==> config.mk <==
export PLATFORM = sky130hd
export DESIGN_NAME = alu_iterative
export DESIGN_NICKNAME = d
export VERILOG_FILES = /design/src/rtl/alu_pkg.sv /design/src/rtl/alu_iterative_mul_iter.sv /design/src/rtl/alu_iterative.sv
export SDC_FILE = /design/constraint.sdc
export NUM_CORES = 1
export LEC_CHECK = 0
export CORE_MARGIN = 3
export CORE_UTILIZATION = 40
export CTS_CLUSTER_SIZE = 14
export DETAILED_ROUTE_END_ITERATION = 8
export HOLD_SLACK_MARGIN = 0.1
export PLACE_DENSITY = 0.67
export SYNTH_ARGS = -nofsm -noshare
export SYNTH_HDL_FRONTEND = slang
export SYNTH_HIERARCHICAL = 1
export SYNTH_SLANG_ARGS = --single-unit
==> constraint.sdc <==
create_clock -name clk_i -period 7.7 [get_ports clk_i]
set_input_delay 1.54 -clock clk_i [delete_from_list [all_inputs] [get_ports clk_i]]
set_output_delay 1.54 -clock clk_i [all_outputs]
set_load 0.01 [all_outputs]
==> src/rtl/alu_pkg.sv <==
// Shared ALU definitions: control codes from the ALU control decoder and FSM state encoding.
package alu_pkg;

  localparam logic [2:0] ALU_ADD  = 3'b001;
  localparam logic [2:0] ALU_SUB  = 3'b010;
  localparam logic [2:0] ALU_AND  = 3'b011;
  localparam logic [2:0] ALU_OR   = 3'b100;
  localparam logic [2:0] ALU_MUL  = 3'b110;
  localparam logic [2:0] ALU_RELU = 3'b111;

  typedef enum logic {
    ST_IDLE = 1'b0,
    ST_MUL  = 1'b1
  } alu_state_t;

endpackage

==> src/rtl/alu_iterative_mul_iter.sv <==
// Radix-2 shift-add multiplier datapath: one multiplier bit per step, fixed WIDTH steps.
module mul_iter #(
  parameter int WIDTH = 32
) (
  input  logic             clk_i,
  input  logic             rst_n_i,
  input  logic             load_i,
  input  logic             step_i,
  input  logic             clear_i,
  input  logic [WIDTH-1:0] a_i,
  input  logic [WIDTH-1:0] b_i,
  output logic [WIDTH-1:0] sum_o,
  output logic             last_o
);

  localparam int CW = $clog2(WIDTH + 1);

  logic [WIDTH-1:0] mcand;
  logic [WIDTH-1:0] mplier;
  logic [WIDTH-1:0] acc;
  logic [CW-1:0]    cnt;

  // Accumulator value after the current step; the top registers this on the final step.
  assign sum_o  = mplier[0] ? (acc + mcand) : acc;
  assign last_o = (cnt == CW'(1));

  always_ff @(posedge clk_i or negedge rst_n_i) begin
    if (!rst_n_i) begin
      mcand  <= '0;
      mplier <= '0;
      acc    <= '0;
      cnt    <= '0;
    end else if (clear_i) begin
      mcand  <= '0;
      mplier <= '0;
      acc    <= '0;
      cnt    <= '0;
    end else if (load_i) begin
      mcand  <= a_i;
      mplier <= b_i;
      acc    <= '0;
      cnt    <= CW'(WIDTH);
    end else if (step_i) begin
      acc    <= sum_o;
      mcand  <= mcand << 1;
      mplier <= mplier >> 1;
      cnt    <= cnt - CW'(1);
    end
  end

endmodule

==> src/rtl/alu_iterative.sv <==
// Execute-stage ALU: single-cycle add/sub/and/or/relu plus an iterative multiply that stalls via busy_o.
module alu_iterative
  import alu_pkg::*;
#(
  parameter int WIDTH = 32
) (
  input  logic             clk_i,
  input  logic             rst_n_i,
  input  logic             start_i,
  input  logic             abort_i,
  input  logic [2:0]       ALUCtrl_i,
  input  logic [WIDTH-1:0] data1_i,
  input  logic [WIDTH-1:0] data2_i,
  output logic [WIDTH-1:0] result_o,
  output logic             zero_o,
  output logic             done_o,
  output logic             busy_o
);

  alu_state_t       state, state_next;
  logic [WIDTH-1:0] alu_comb;
  logic [WIDTH-1:0] res_next;
  logic             res_we;
  logic             mul_load, mul_step, mul_clear, mul_last;
  logic [WIDTH-1:0] mul_sum;

  mul_iter #(.WIDTH(WIDTH)) u_mul (
    .clk_i   (clk_i),
    .rst_n_i (rst_n_i),
    .load_i  (mul_load),
    .step_i  (mul_step),
    .clear_i (mul_clear),
    .a_i     (data1_i),
    .b_i     (data2_i),
    .sum_o   (mul_sum),
    .last_o  (mul_last)
  );

  // Unlisted codes (000, 101) fall through to add.
  always_comb begin
    alu_comb = data1_i + data2_i;
    case (ALUCtrl_i)
      ALU_SUB:  alu_comb = data1_i - data2_i;
      ALU_AND:  alu_comb = data1_i & data2_i;
      ALU_OR:   alu_comb = data1_i | data2_i;
      ALU_RELU: alu_comb = data1_i[WIDTH-1] ? '0 : data1_i;
      default:  alu_comb = data1_i + data2_i;
    endcase
  end

  always_comb begin
    state_next = state;
    mul_load   = 1'b0;
    mul_step   = 1'b0;
    mul_clear  = 1'b0;
    res_we     = 1'b0;
    res_next   = alu_comb;
    case (state)
      ST_IDLE: begin
        if (start_i && !abort_i) begin
          if (ALUCtrl_i == ALU_MUL) begin
            mul_load   = 1'b1;
            state_next = ST_MUL;
          end else begin
            res_we = 1'b1;
          end
        end
      end
      ST_MUL: begin
        // Abort takes priority even on the final step, so no done is produced.
        if (abort_i) begin
          mul_clear  = 1'b1;
          state_next = ST_IDLE;
        end else begin
          mul_step = 1'b1;
          if (mul_last) begin
            res_we     = 1'b1;
            res_next   = mul_sum;
            state_next = ST_IDLE;
          end
        end
      end
      default: state_next = ST_IDLE;
    endcase
  end

  always_ff @(posedge clk_i or negedge rst_n_i) begin
    if (!rst_n_i) begin
      state    <= ST_IDLE;
      result_o <= '0;
      zero_o   <= 1'b1;
      done_o   <= 1'b0;
    end else begin
      state  <= state_next;
      done_o <= res_we;
      if (res_we) begin
        result_o <= res_next;
        zero_o   <= (res_next == '0);
      end
    end
  end

  assign busy_o = (state == ST_MUL);

endmodule
==> flow_summary.yaml <==
placement:
  dp.final_hpwl_mm: 31.1
  routabilityCongestion: 0.932
  port-buffer-count: 105
synth:
  synth_top_cell_by_area: "dfrtp_1"
  synthArstFlopShare_pct: 100
  netlist_instances: 1558
  ys_top_cells_by_area: "dfrtp_1 (28%), nor2_1 (7.6%), a21oi_1 (7.3%), ha_1 (6.8%), mux2i_1 (6.5%)"
  yosysWarnings: 6
  avgSynthCellArea_um2: 7.87
  ys_ff_latch: 137
  ys_types: 98
  synth_top_area_share_pct: 27.7
  synth_enable_flop_cells: 0
  syn_area_um2: 12300
  syn_nets: 1698
  synth_top_flop_cell: "dfrtp_1"
  synth.yosys.seq_area_share_pct: 28.0
timing:
  period_share_pct: 88.2
  max_freq_mhz: 147
  fin_crit_ns: 6.79
  holdWs_ns: 0.465
  hold_violations: 0
  setup_violations: 0
  tns_ns: 0
  rsz0062_at_grt: "no"
  finClkSkew_ns: 0.0116
  slew_violations: 0
  worstMarginPinSlew_ns: 0.958
  relSlewSlack_pct: 36.0
die:
  ios: 106
  row_count: 63
  die_y_um: 181
  die-area_um2: 32800
  die_x_um: 181
  start_util_pct: 40.9
  core_um2: 30000
final_layout:
  antenna_cells: 0
  area_growth_pct: 15.1
  regArea_um2: 3430
  final_net_count: 1746
  fill_cells: 2950
  drive_gt1_share_pct: 7.35
  multi_input_area_um2: 8290
global_routing:
  grt.overflow.total: 0
  antenna_found_initial: 0
  grtUsageTotal_pct: 24.6
  grt_pass1_wl_mm: 64.6
  grt_pass1_vias: 11500
  grt_max_degree: 91
clocking:
  cts_sinks: 137
  cts_tree: "done"
  cts_made_buffers: 17
  clockBufferDepth: 2
  holdBufCountCts: 0
  htree_num_levels: 4
  clock_latency_ns: 0.43
  postCtsSetupRepairBufs: 0
  post_cts_resized: 0
  clk_pin_slew_ns: 0.07
  clockRootBuffer: "clkbuf_16"
hold_path:
  hold_path_class: "flip-flop to flip-flop"
  hold-path-endpoint: "result_o[14]"
  min-delay-start: "result_o[14]"
  hold_path_depth: 2
drt:
  routed_wl_mm: 41.0
  vias: 12000
  dr.pass1.iters: 5
  wl_per_cell_um: 20.4
  vias_per_cell: 5.96
  drt_iter0_drc: 1280
  drc_errors: 0
  ant_nets: 0
worst_setup_path:
  crit_path_start_kind: "input pin"
  cp.required_ns: 8.05
  reg2reg_from: "u_mul/mcand[19]"
  crit_fanout: 6
  path_class: "input pin to flip-flop"
  r2r_cells: 16
  r2r-end: "zero_o"
  end_kind: "flip-flop"
  rrSetupSlack_ns: 2.79
  cp.arrival_ns: 7.14
run:
  max_cap_violations: 0
power_and_ir_drop:
  power_density_nw_per_um2: 218
  peakVddDrop_uv: 119
  power_leakage_uw: 0.00605
outcome:
  status: "complete, no violations"
-- stage by stage --
step	total power, uW	utilization, %	instance area [um^2]	setup slack (ns)	instances
detailed placement	2270	45.3	13600	0.499	1977
floorplan	1840	-	12300	1.62	1558
CTS	3070	47.1	14100	0.944	2009
global placement	2250	45.3	13600	0.615	1977
finish	3070	47.1	14100	0.911	2009
global route	3270	47.1	14100	0.493	2009
-- state kept, by name (all words and copies together) (netlist names) --
register and count:
u_mul/acc 32, zero_o 1, done_o 1, u_mul/cnt 6, u_mul/mcand 32, result_o 32
busy_o 1, u_mul/mplier 32
-- how the worst max path moves through the flow --
stage / startpoint / to / slack (ns) / depth (start not counted)
floorplan: data2_i[6] / zero_o / 1.62 / 18
global placement: data2_i[5] / zero_o / 0.62 / 19
detailed placement: data2_i[5] / zero_o / 0.50 / 19
CTS: data2_i[5] / zero_o / 0.94 / 19
global route: data2_i[5] / zero_o / 0.49 / 19
finish: data2_i[5] / zero_o / 0.91 / 19
-- Yosys cell counts (all sizes together), types with 4 or more instances --
| cell | number |
|---|---|
| a2111oi | 4 |
| a211oi | 17 |
| a21boi | 4 |
| a21o | 27 |
| a21oi | 184 |
| a221o | 6 |
| a221oi | 14 |
| a22oi | 11 |
| a31o | 5 |
| a31oi | 24 |
| and2 | 8 |
| and3 | 17 |
| and3b | 4 |
| buf | 29 |
| clkbuf | 66 |
| dfrtp | 136 |
| ha | 67 |
| inv | 44 |
| mux2 | 22 |
| mux2i | 80 |
| nand2 | 127 |
| nand2b | 15 |
| nand3 | 32 |
| nand3b | 7 |
| nand4 | 15 |
| nor2 | 247 |
| nor2b | 9 |
| nor3 | 26 |
| nor3b | 13 |
| nor4 | 16 |
| o2111ai | 10 |
| o211ai | 10 |
| o21a | 8 |
| o21ai | 76 |
| o21bai | 10 |
| o311ai | 6 |
| o31a | 4 |
| o31ai | 20 |
| o41ai | 6 |
| or2 | 8 |
| or3 | 13 |
| xnor2 | 44 |
| xor2 | 24 |
-- logic make-up after synthesis --
group                    count (synthesis)  share of synthesized area [%]
AND/OR/NAND/NOR                        567                           21.4
adder cells (fa/ha/maj)                 69                           7.16
buffers and inverters                  139                           4.67
multiplexers                           102                           8.55
flip-flops                             137                           28.0
XOR/XNOR                                68                           4.86
AO/OA/AOI/OAI                          476                           25.4
-- placed cells by master, fill, tap and decap left out, drive strengths merged, types with 11 or more instances in the layout --
cell	netlist	layout
nor3	26	26
xor2	24	24
a211oi	17	17
a21oi	184	184
nor2	247	247
a21o	27	27
ha	67	67
nand3	32	32
a22oi	11	11
nand2b	15	15
o21ai	76	76
clkdlybuf4s50	0	104
inv	44	51
nor4	16	16
xnor2	44	44
a221oi	14	14
nand4	15	15
o31ai	20	20
mux2	22	22
dfrtp	136	136
a31oi	24	24
nor3b	13	13
and3	17	17
or3	13	13
mux2i	80	80
buf	29	20
nand2	127	127
clkbuf	66	18
-- per-layer routing --
layer,share of wire [%],up-vias,GRT usage [%],wire (um)
li1,-,5780,-,-
met1,44,5661,33.9,18200
met2,46,453,39.5,18900
met3,6.5,70,3.40,2660
met4,3.1,0,8.74,1270
met5,0,-,0,0
-- layout make-up --
| type | count | share of cell area, % |
|---|---|---|
| clock buffer | 18 | 3.11 |
| multi-input combinational | 1282 | 58.7 |
| tap | 390 | 3.46 |
| clock inverter | 14 | 0.780 |
| inverter | 44 | 1.17 |
| sequential | 137 | 24.3 |
| timing repair buffer | 124 | 8.46 |
-- worst max-delay path: stages --
cell and delay (ns):
clkdlybuf4s50_1 0.52, or4_1 0.64, nor4_1 0.43, and3b_1 0.34, nand2_1 0.13, o41ai_1 0.34, xor2_1 0.18, ha_1 0.30
and2_2 0.22, and3_1 0.22, a221o_1 0.37, a221o_1 0.32, a31o_1 0.23, a2111o_1 0.44, a211oi_1 0.25, nand4_1 0.14
nor4_2 0.19, nand4_1 0.14, o31ai_2 0.19
-- where the power goes --
group | switching (uW) | internal, uW
registers | 138 | 886
logic | 729 | 529
clock network | 366 | 427
No activity file was read; power rests on OpenSTA's default activity.
